$ cat config.mk
export PLATFORM = sky130hd
export DESIGN_NAME = xalu_seq
export DESIGN_NICKNAME = d
export VERILOG_FILES = /design/src/rtl/xalu_seq.sv
export SDC_FILE = /design/constraint.sdc
export NUM_CORES = 1
export LEC_CHECK = 0
export CAP_MARGIN = 20
export CORE_MARGIN = 5
export CORE_UTILIZATION = 63
export DETAILED_ROUTE_END_ITERATION = 16
export GPL_TIMING_DRIVEN = 1
export PLACE_DENSITY = 0.85
export SLEW_MARGIN = 10
export SYNTH_ARGS = -nofsm -noshare
export SYNTH_HDL_FRONTEND = slang
export SYNTH_SLANG_ARGS = --single-unit
$ cat constraint.sdc
create_clock -name clk -period 5.19 [get_ports clk]
set_clock_uncertainty 0.2 [all_clocks]
set_input_delay 1.038 -clock clk [delete_from_list [all_inputs] [get_ports clk]]
set_output_delay 1.038 -clock clk [all_outputs]
set_load 0.01 [all_outputs]
$ cat src/rtl/xalu_seq.sv
`default_nettype none
// ============================================================================
//  Module      : xalu_seq
//  Description : Sequential WIDTH-bit ALU with valid/ready operand and result
//                handshakes. Single-cycle logic/arithmetic operations,
//                multi-cycle variable shifts and a shift-add multiplier.
//                The result register doubles as the accumulator.
//  Revision    : 1.0 - initial release
// ============================================================================
module xalu_seq #(
    parameter int WIDTH = 8
) (
    input  logic             clk,
    input  logic             rst_n,
    input  logic             in_valid,
    output logic             in_ready,
    input  logic [2:0]       op,
    input  logic [WIDTH-1:0] a,
    input  logic [WIDTH-1:0] b,
    input  logic             ci,
    input  logic             com,
    input  logic             use_acc,
    output logic             out_valid,
    input  logic             out_ready,
    output logic [WIDTH-1:0] y,
    output logic [WIDTH-1:0] y_hi,
    output logic             co,
    output logic             zero,
    output logic             neg_zero,
    output logic             equ
);

    localparam int SHW = $clog2(WIDTH);

    localparam logic [1:0] c_IDLE = 2'd0;
    localparam logic [1:0] c_BUSY = 2'd1;
    localparam logic [1:0] c_DONE = 2'd2;

    localparam logic [2:0] c_OP_ADD = 3'd0;
    localparam logic [2:0] c_OP_SUB = 3'd1;
    localparam logic [2:0] c_OP_AND = 3'd2;
    localparam logic [2:0] c_OP_OR  = 3'd3;
    localparam logic [2:0] c_OP_XOR = 3'd4;
    localparam logic [2:0] c_OP_SHL = 3'd5;
    localparam logic [2:0] c_OP_SHR = 3'd6;
    localparam logic [2:0] c_OP_MUL = 3'd7;

    localparam logic [SHW:0] c_MUL_STEPS = (SHW+1)'(WIDTH);

    logic [1:0]       r_state;
    logic [1:0]       w_state_nx;
    logic [2:0]       r_op;
    logic             r_ci;
    logic             r_com;
    logic             r_equ;
    logic [WIDTH-1:0] r_a;
    logic [WIDTH-1:0] r_lo;
    logic [WIDTH-1:0] r_hi;
    logic [SHW:0]     r_cnt;

    logic [WIDTH-1:0]   w_a_eff;
    logic [SHW:0]       w_amt;
    logic               w_single;
    logic [WIDTH:0]     w_sum;
    logic [WIDTH-1:0]   w_r1;
    logic               w_co1;
    logic [WIDTH-1:0]   w_y1;
    logic [WIDTH:0]     w_madd;
    logic [2*WIDTH-1:0] w_prod;
    logic [WIDTH-1:0]   w_lo_nx;
    logic [WIDTH-1:0]   w_hi_nx;
    logic               w_co_step;
    logic [WIDTH-1:0]   w_y_step;
    logic               w_last;

    assign w_a_eff   = use_acc ? y : a;
    assign w_amt     = {1'b0, b[SHW-1:0]};
    // Shifts by zero complete in the accept cycle like the logic ops.
    assign w_single  = (op != c_OP_MUL) &&
                       !(((op == c_OP_SHL) || (op == c_OP_SHR)) && (w_amt != '0));
    assign w_last    = (r_cnt == (SHW+1)'(1));
    assign in_ready  = (r_state == c_IDLE);
    assign out_valid = (r_state == c_DONE);

    // Single-cycle result from the live operands; a zero-amount shift passes A.
    always_comb begin
        w_sum = '0;
        w_r1  = w_a_eff;
        w_co1 = 1'b0;
        case (op)
            c_OP_ADD: begin
                w_sum = {1'b0, w_a_eff} + {1'b0, b} + {{WIDTH{1'b0}}, ci};
                w_r1  = w_sum[WIDTH-1:0];
                w_co1 = w_sum[WIDTH];
            end
            c_OP_SUB: begin
                w_sum = {1'b0, w_a_eff} + {1'b0, ~b} + {{WIDTH{1'b0}}, ci};
                w_r1  = w_sum[WIDTH-1:0];
                w_co1 = w_sum[WIDTH];
            end
            c_OP_AND: w_r1 = w_a_eff & b;
            c_OP_OR:  w_r1 = w_a_eff | b;
            c_OP_XOR: w_r1 = w_a_eff ^ b;
            default:  w_r1 = w_a_eff;
        endcase
        w_y1 = w_r1 ^ {WIDTH{com}};
    end

    // One iteration of the multi-cycle shift or shift-add multiply.
    always_comb begin
        w_lo_nx   = r_lo;
        w_hi_nx   = '0;
        w_co_step = 1'b0;
        w_madd    = {1'b0, r_hi} + (r_lo[0] ? {1'b0, r_a} : '0);
        w_prod    = {w_madd, r_lo[WIDTH-1:1]};
        case (r_op)
            c_OP_SHL: begin
                w_lo_nx   = {r_lo[WIDTH-2:0], r_ci};
                w_co_step = r_lo[WIDTH-1];
            end
            c_OP_SHR: begin
                w_lo_nx   = {r_ci, r_lo[WIDTH-1:1]};
                w_co_step = r_lo[0];
            end
            default: begin
                w_hi_nx = w_prod[2*WIDTH-1:WIDTH];
                w_lo_nx = w_prod[WIDTH-1:0];
            end
        endcase
        w_y_step = w_lo_nx ^ {WIDTH{r_com}};
    end

    // State register.
    always_ff @(posedge clk or negedge rst_n) begin
        if (!rst_n) r_state <= c_IDLE;
        else        r_state <= w_state_nx;
    end

    // Next-state selection.
    always_comb begin
        w_state_nx = r_state;
        case (r_state)
            c_IDLE:  if (in_valid) w_state_nx = w_single ? c_DONE : c_BUSY;
            c_BUSY:  if (w_last) w_state_nx = c_DONE;
            c_DONE:  if (out_ready) w_state_nx = c_IDLE;
            default: w_state_nx = c_IDLE;
        endcase
    end

    // Operand capture, iteration registers and result registers.
    always_ff @(posedge clk or negedge rst_n) begin
        if (!rst_n) begin
            r_op     <= '0;
            r_ci     <= 1'b0;
            r_com    <= 1'b0;
            r_equ    <= 1'b0;
            r_a      <= '0;
            r_lo     <= '0;
            r_hi     <= '0;
            r_cnt    <= '0;
            y        <= '0;
            y_hi     <= '0;
            co       <= 1'b0;
            zero     <= 1'b0;
            neg_zero <= 1'b0;
            equ      <= 1'b0;
        end else begin
            case (r_state)
                c_IDLE: begin
                    if (in_valid) begin
                        r_op  <= op;
                        r_ci  <= ci;
                        r_com <= com;
                        r_a   <= w_a_eff;
                        r_equ <= (w_a_eff == b);
                        if (w_single) begin
                            y        <= w_y1;
                            y_hi     <= '0;
                            co       <= w_co1;
                            zero     <= (w_y1 == '0);
                            neg_zero <= (w_y1 == '1);
                            equ      <= (w_a_eff == b);
                        end else if (op == c_OP_MUL) begin
                            r_lo  <= b;
                            r_hi  <= '0;
                            r_cnt <= c_MUL_STEPS;
                        end else begin
                            r_lo  <= w_a_eff;
                            r_hi  <= '0;
                            r_cnt <= w_amt;
                        end
                    end
                end
                c_BUSY: begin
                    r_lo  <= w_lo_nx;
                    r_hi  <= w_hi_nx;
                    r_cnt <= r_cnt - (SHW+1)'(1);
                    if (w_last) begin
                        y        <= w_y_step;
                        y_hi     <= w_hi_nx;
                        co       <= w_co_step;
                        zero     <= (w_y_step == '0);
                        neg_zero <= (w_y_step == '1);
                        equ      <= r_equ;
                    end
                end
                default: ;
            endcase
        end
    end

endmodule
`default_nettype wire

==> results of run 1 <==
[layout by cell type, fill, tap and decap left out, drive strengths merged, types with 3 or more instances in the layout]
master         netlist  routed
a2111oi              3       3
a21boi               6       6
and2                11      11
or4                  6       6
a31oi                3       3
nor3                 8       8
buf                 14      15
dfrtp               56      56
nor2                51      51
nand2b               8       8
inv                 36      36
o31ai                4       4
fa                   5       5
o21ai               67      67
nor4                 6       6
a21o                 3       3
xor2                 5       5
a311oi               4       4
clkdlybuf4s50        0      46
and3                 3       3
nor2b               17      17
a211oi               6       6
mux2i               22      22
xnor2               15      15
nand4                7       7
nor3b                3       3
nand3                6       6
nand2               88      88
o22ai                6       6
or3                  3       3
o211ai               4       4
clkbuf              22       5
ha                  35      35
a21oi               39      39
[logic make-up after synthesis]
group / Yosys count
flops: 56
mux: 24
xor+xnor: 20
fa+ha+maj: 40
buf+inv: 72
simple gates: 223
compound gates: 169
[cell type report]
class,count,share of cell area
inverter,36,0.0249
timing repair buffer,61,0.105
sequential,56,0.258
clock buffer,5,0.0127
multi-input combinational,476,0.565
clock inverter,2,0.0111
tap,99,0.0228
[path summary, 6_finish.rpt]
kind                       slack [ns]                     end  cells past startpoint
setup / recovery                 0.55    neg_zero$_DFFE_PN0P_                     14
hold / removal                   0.28     y_hi[2]$_DFFE_PN0P_                      2
setup reg to reg                 1.43    neg_zero$_DFFE_PN0P_                     13
hold reg to reg                  0.28     y_hi[2]$_DFFE_PN0P_                      2
max in group asynchronous        3.68  r_state[1]$_DFFE_PN0P_                      2
min in group asynchronous        0.64     y_hi[7]$_DFFE_PN0P_                      2
[metrics by stage]
| stage | utilization | hold slack, ns | worst slack [ns] |
|---|---|---|---|
| final | 0.740 | 0.284 | 0.553 |
| after global routing | 0.740 | 0.317 | 0.290 |
| after CTS | 0.740 | 0.287 | 0.568 |
| after global placement | 0.723 | 0.256 | 0.334 |
| after detailed placement | 0.723 | 0.263 | 0.257 |
| after floorplan | - | 0.242 | 0.794 |
[worst max-delay path, delay by kind of cell]
| kind | cells | cell delay [ns] |
|---|---|---|
| adder cells (fa/ha/maj) | 2 | 0.61 |
| AO/OA/AOI/OAI | 5 | 1.13 |
| multiplexers | 1 | 0.36 |
| AND/OR/NAND/NOR | 2 | 0.60 |
| XOR/XNOR | 1 | 0.17 |
| buffers and inverters | 3 | 0.75 |
[per-layer routing]
layer  GRT usage  vias to the layer above  wire (um)
met5           0                        -          0
met4      0.0756                        0        271
met1       0.359                     2128       5340
met2       0.485                      222       6530
li1            -                     2169          -
met3      0.0173                       19        893
[registers in the layout (all words and copies together) (netlist names), 2 cells and up]
register and cells:
r_cnt 4, r_lo 8, r_op 3, r_state 2, y_hi 8, r_a 8
y 8, r_hi 8
[power by group through the flow]
stage	logic (uW)	registers [uW]	clock network [uW]
2_1_floorplan	1010	734	0
3_3_place_gp	1380	755	0
3_5_place_dp	1430	769	0
4_1_cts	1440	760	336
5_1_grt	1610	788	355
6_report	1450	763	336
==> results.toml, run 1 <==
[run_status]
status = "finished, final reports clean"

[floorplanning]
start_util = 0.651
die-area_um2 = 9410
core-area_um2 = 7330
io_pins = 48
row_count = 31
die_w_um = 97.0
die_h_um = 97.0

[power_and_ir_drop]
power_density_nw_per_um2 = 470
seq_power_share = 0.299
p_leak_uw = 0.00243
switchingPower_uw = 1150
ir_worst_vdd_v = 0.000318
power_uw = 2550
clockPowerShare = 0.132
p_comb_frac = 0.570
p_int_uw = 1400
swShare = 0.451

[placement]
placed_area_um2 = 5300
dpl.cell_count = 728
hpwlAfterDp_um = 9990
numPortBuffers = 47
gp_congestion = 0.939

[min_path]
hp-class = "reg2reg"
hp-start = "y_hi[2]$_DFFE_PN0P_"

[clock_network]
htreeDepth = 2
clockBufferDepth = 2
cts_setup_buffers = 0
cts-hold-fix-buffers = 0
clk_latency_ns = 0.31
clockRootBuffer = "clkbuf_8"
clock_sinks = 56
cts_buffers = 5
cts_resized = 0
cts_tree = "built"
clkTransAtPathRegs_ns = 0.10

[critical_path]
path_cells = "clkdlybuf4s50_1 -> mux2i_1 -> inv_1 -> fa_1 -> inv_1 -> fa_1 -> nor3_1 -> or4_1 -> a211oi_1 -> o21ai_0 -> a221oi_2 -> xor2_1 -> a21oi_1 -> o31ai_2"
crit_arrival_ns = 4.67
cp-start-kind = "input port"
cp_slowest_stage_delay_ns = 0.51
crit_path_max_fanout = 3
end_kind = "flop"
crit_slowest_cell = "clkdlybuf4s50_1"
required_ns = 5.23
setup.worst_path.start = "use_acc"
critPathKind = "in2reg"
r2r-start = "y[0]$_DFFE_PN0P_"

[grt]
antenna_found_initial = 0
grtUsageTotal = 0.273
overflow = 0
grt_pass1_wl_um = 21500
grt_pass1_vias = 4400
grt_max_degree = 57

[layout]
fin_area_um2 = 5430
drive_above_1_share = 0.0550
fin_cells = 735
multiInputGateArea_um2 = 3070
nets = 702
area_delta_synth_final_pct = 13.8
ff_latch_area_um2 = 1400
fillers = 576
antenna_cells = 0

[yosys]
yosys-mux-area-fraction = 0.0517
yosys.area_share.simple = 0.222
synthCells = 604
syn_nets = 670
post_synth_num_cell_types = 66
synth_area_leader_cell = "dfrtp_1"
synth_most_common_cell = "nand2_1"
synth_xor_area_frac = 0.0367
synth_compound_area_frac = 0.219
synth_edf_count = 0
synthAdderAreaFrac = 0.113
ys_ff_latch = 56
synth_area_um2 = 4770
synthTopCellsByArea = "dfrtp_1, ha_1, nand2_1"
ys.flop_type = "dfrtp_1"
yosysWarnings = 0
ys_top_cells_by_count = "nand2_1, o21ai_0, dfrtp_1"
syn_avg_cell_area_um2 = 7.90
yosysSeqAreaShare = 0.294
netlist.area_leader.share = 0.294
async_flop_share = 1.00
synth_top_family_by_area = "simple AND/OR/NAND/NOR gates"

[timing]
worstMarginPinSlew_ns = 0.952
finalSetupViolations = 0
slew_headroom = 0.365
fin_tns_setup_ns = 0
finalCritPeriodShare = 0.893
rsz0062_at_grt = "false"
hold_viol = 0
finalMaxSlewViolations = 0
fmax_mhz = 216
period_needed_ns = 4.64

[route]
wl_um = 13000
vias = 4538
drt_pass1_iterations = 5
ant_nets = 0
wl_per_cell_um = 17.7
dr.first_iter.drc_count = 361
route.detailed.drc = 0
viasPerCell = 6.17

[job]
cap_violations = 0
(Power assumes the default switching activity.)
==> run 2: changes to the inputs <==
Settings changed: SKIP_CTS_REPAIR_TIMING from default to 1.
==> results of run 2 <==
Final layout, timing and power as in run 1 (identical DEF).
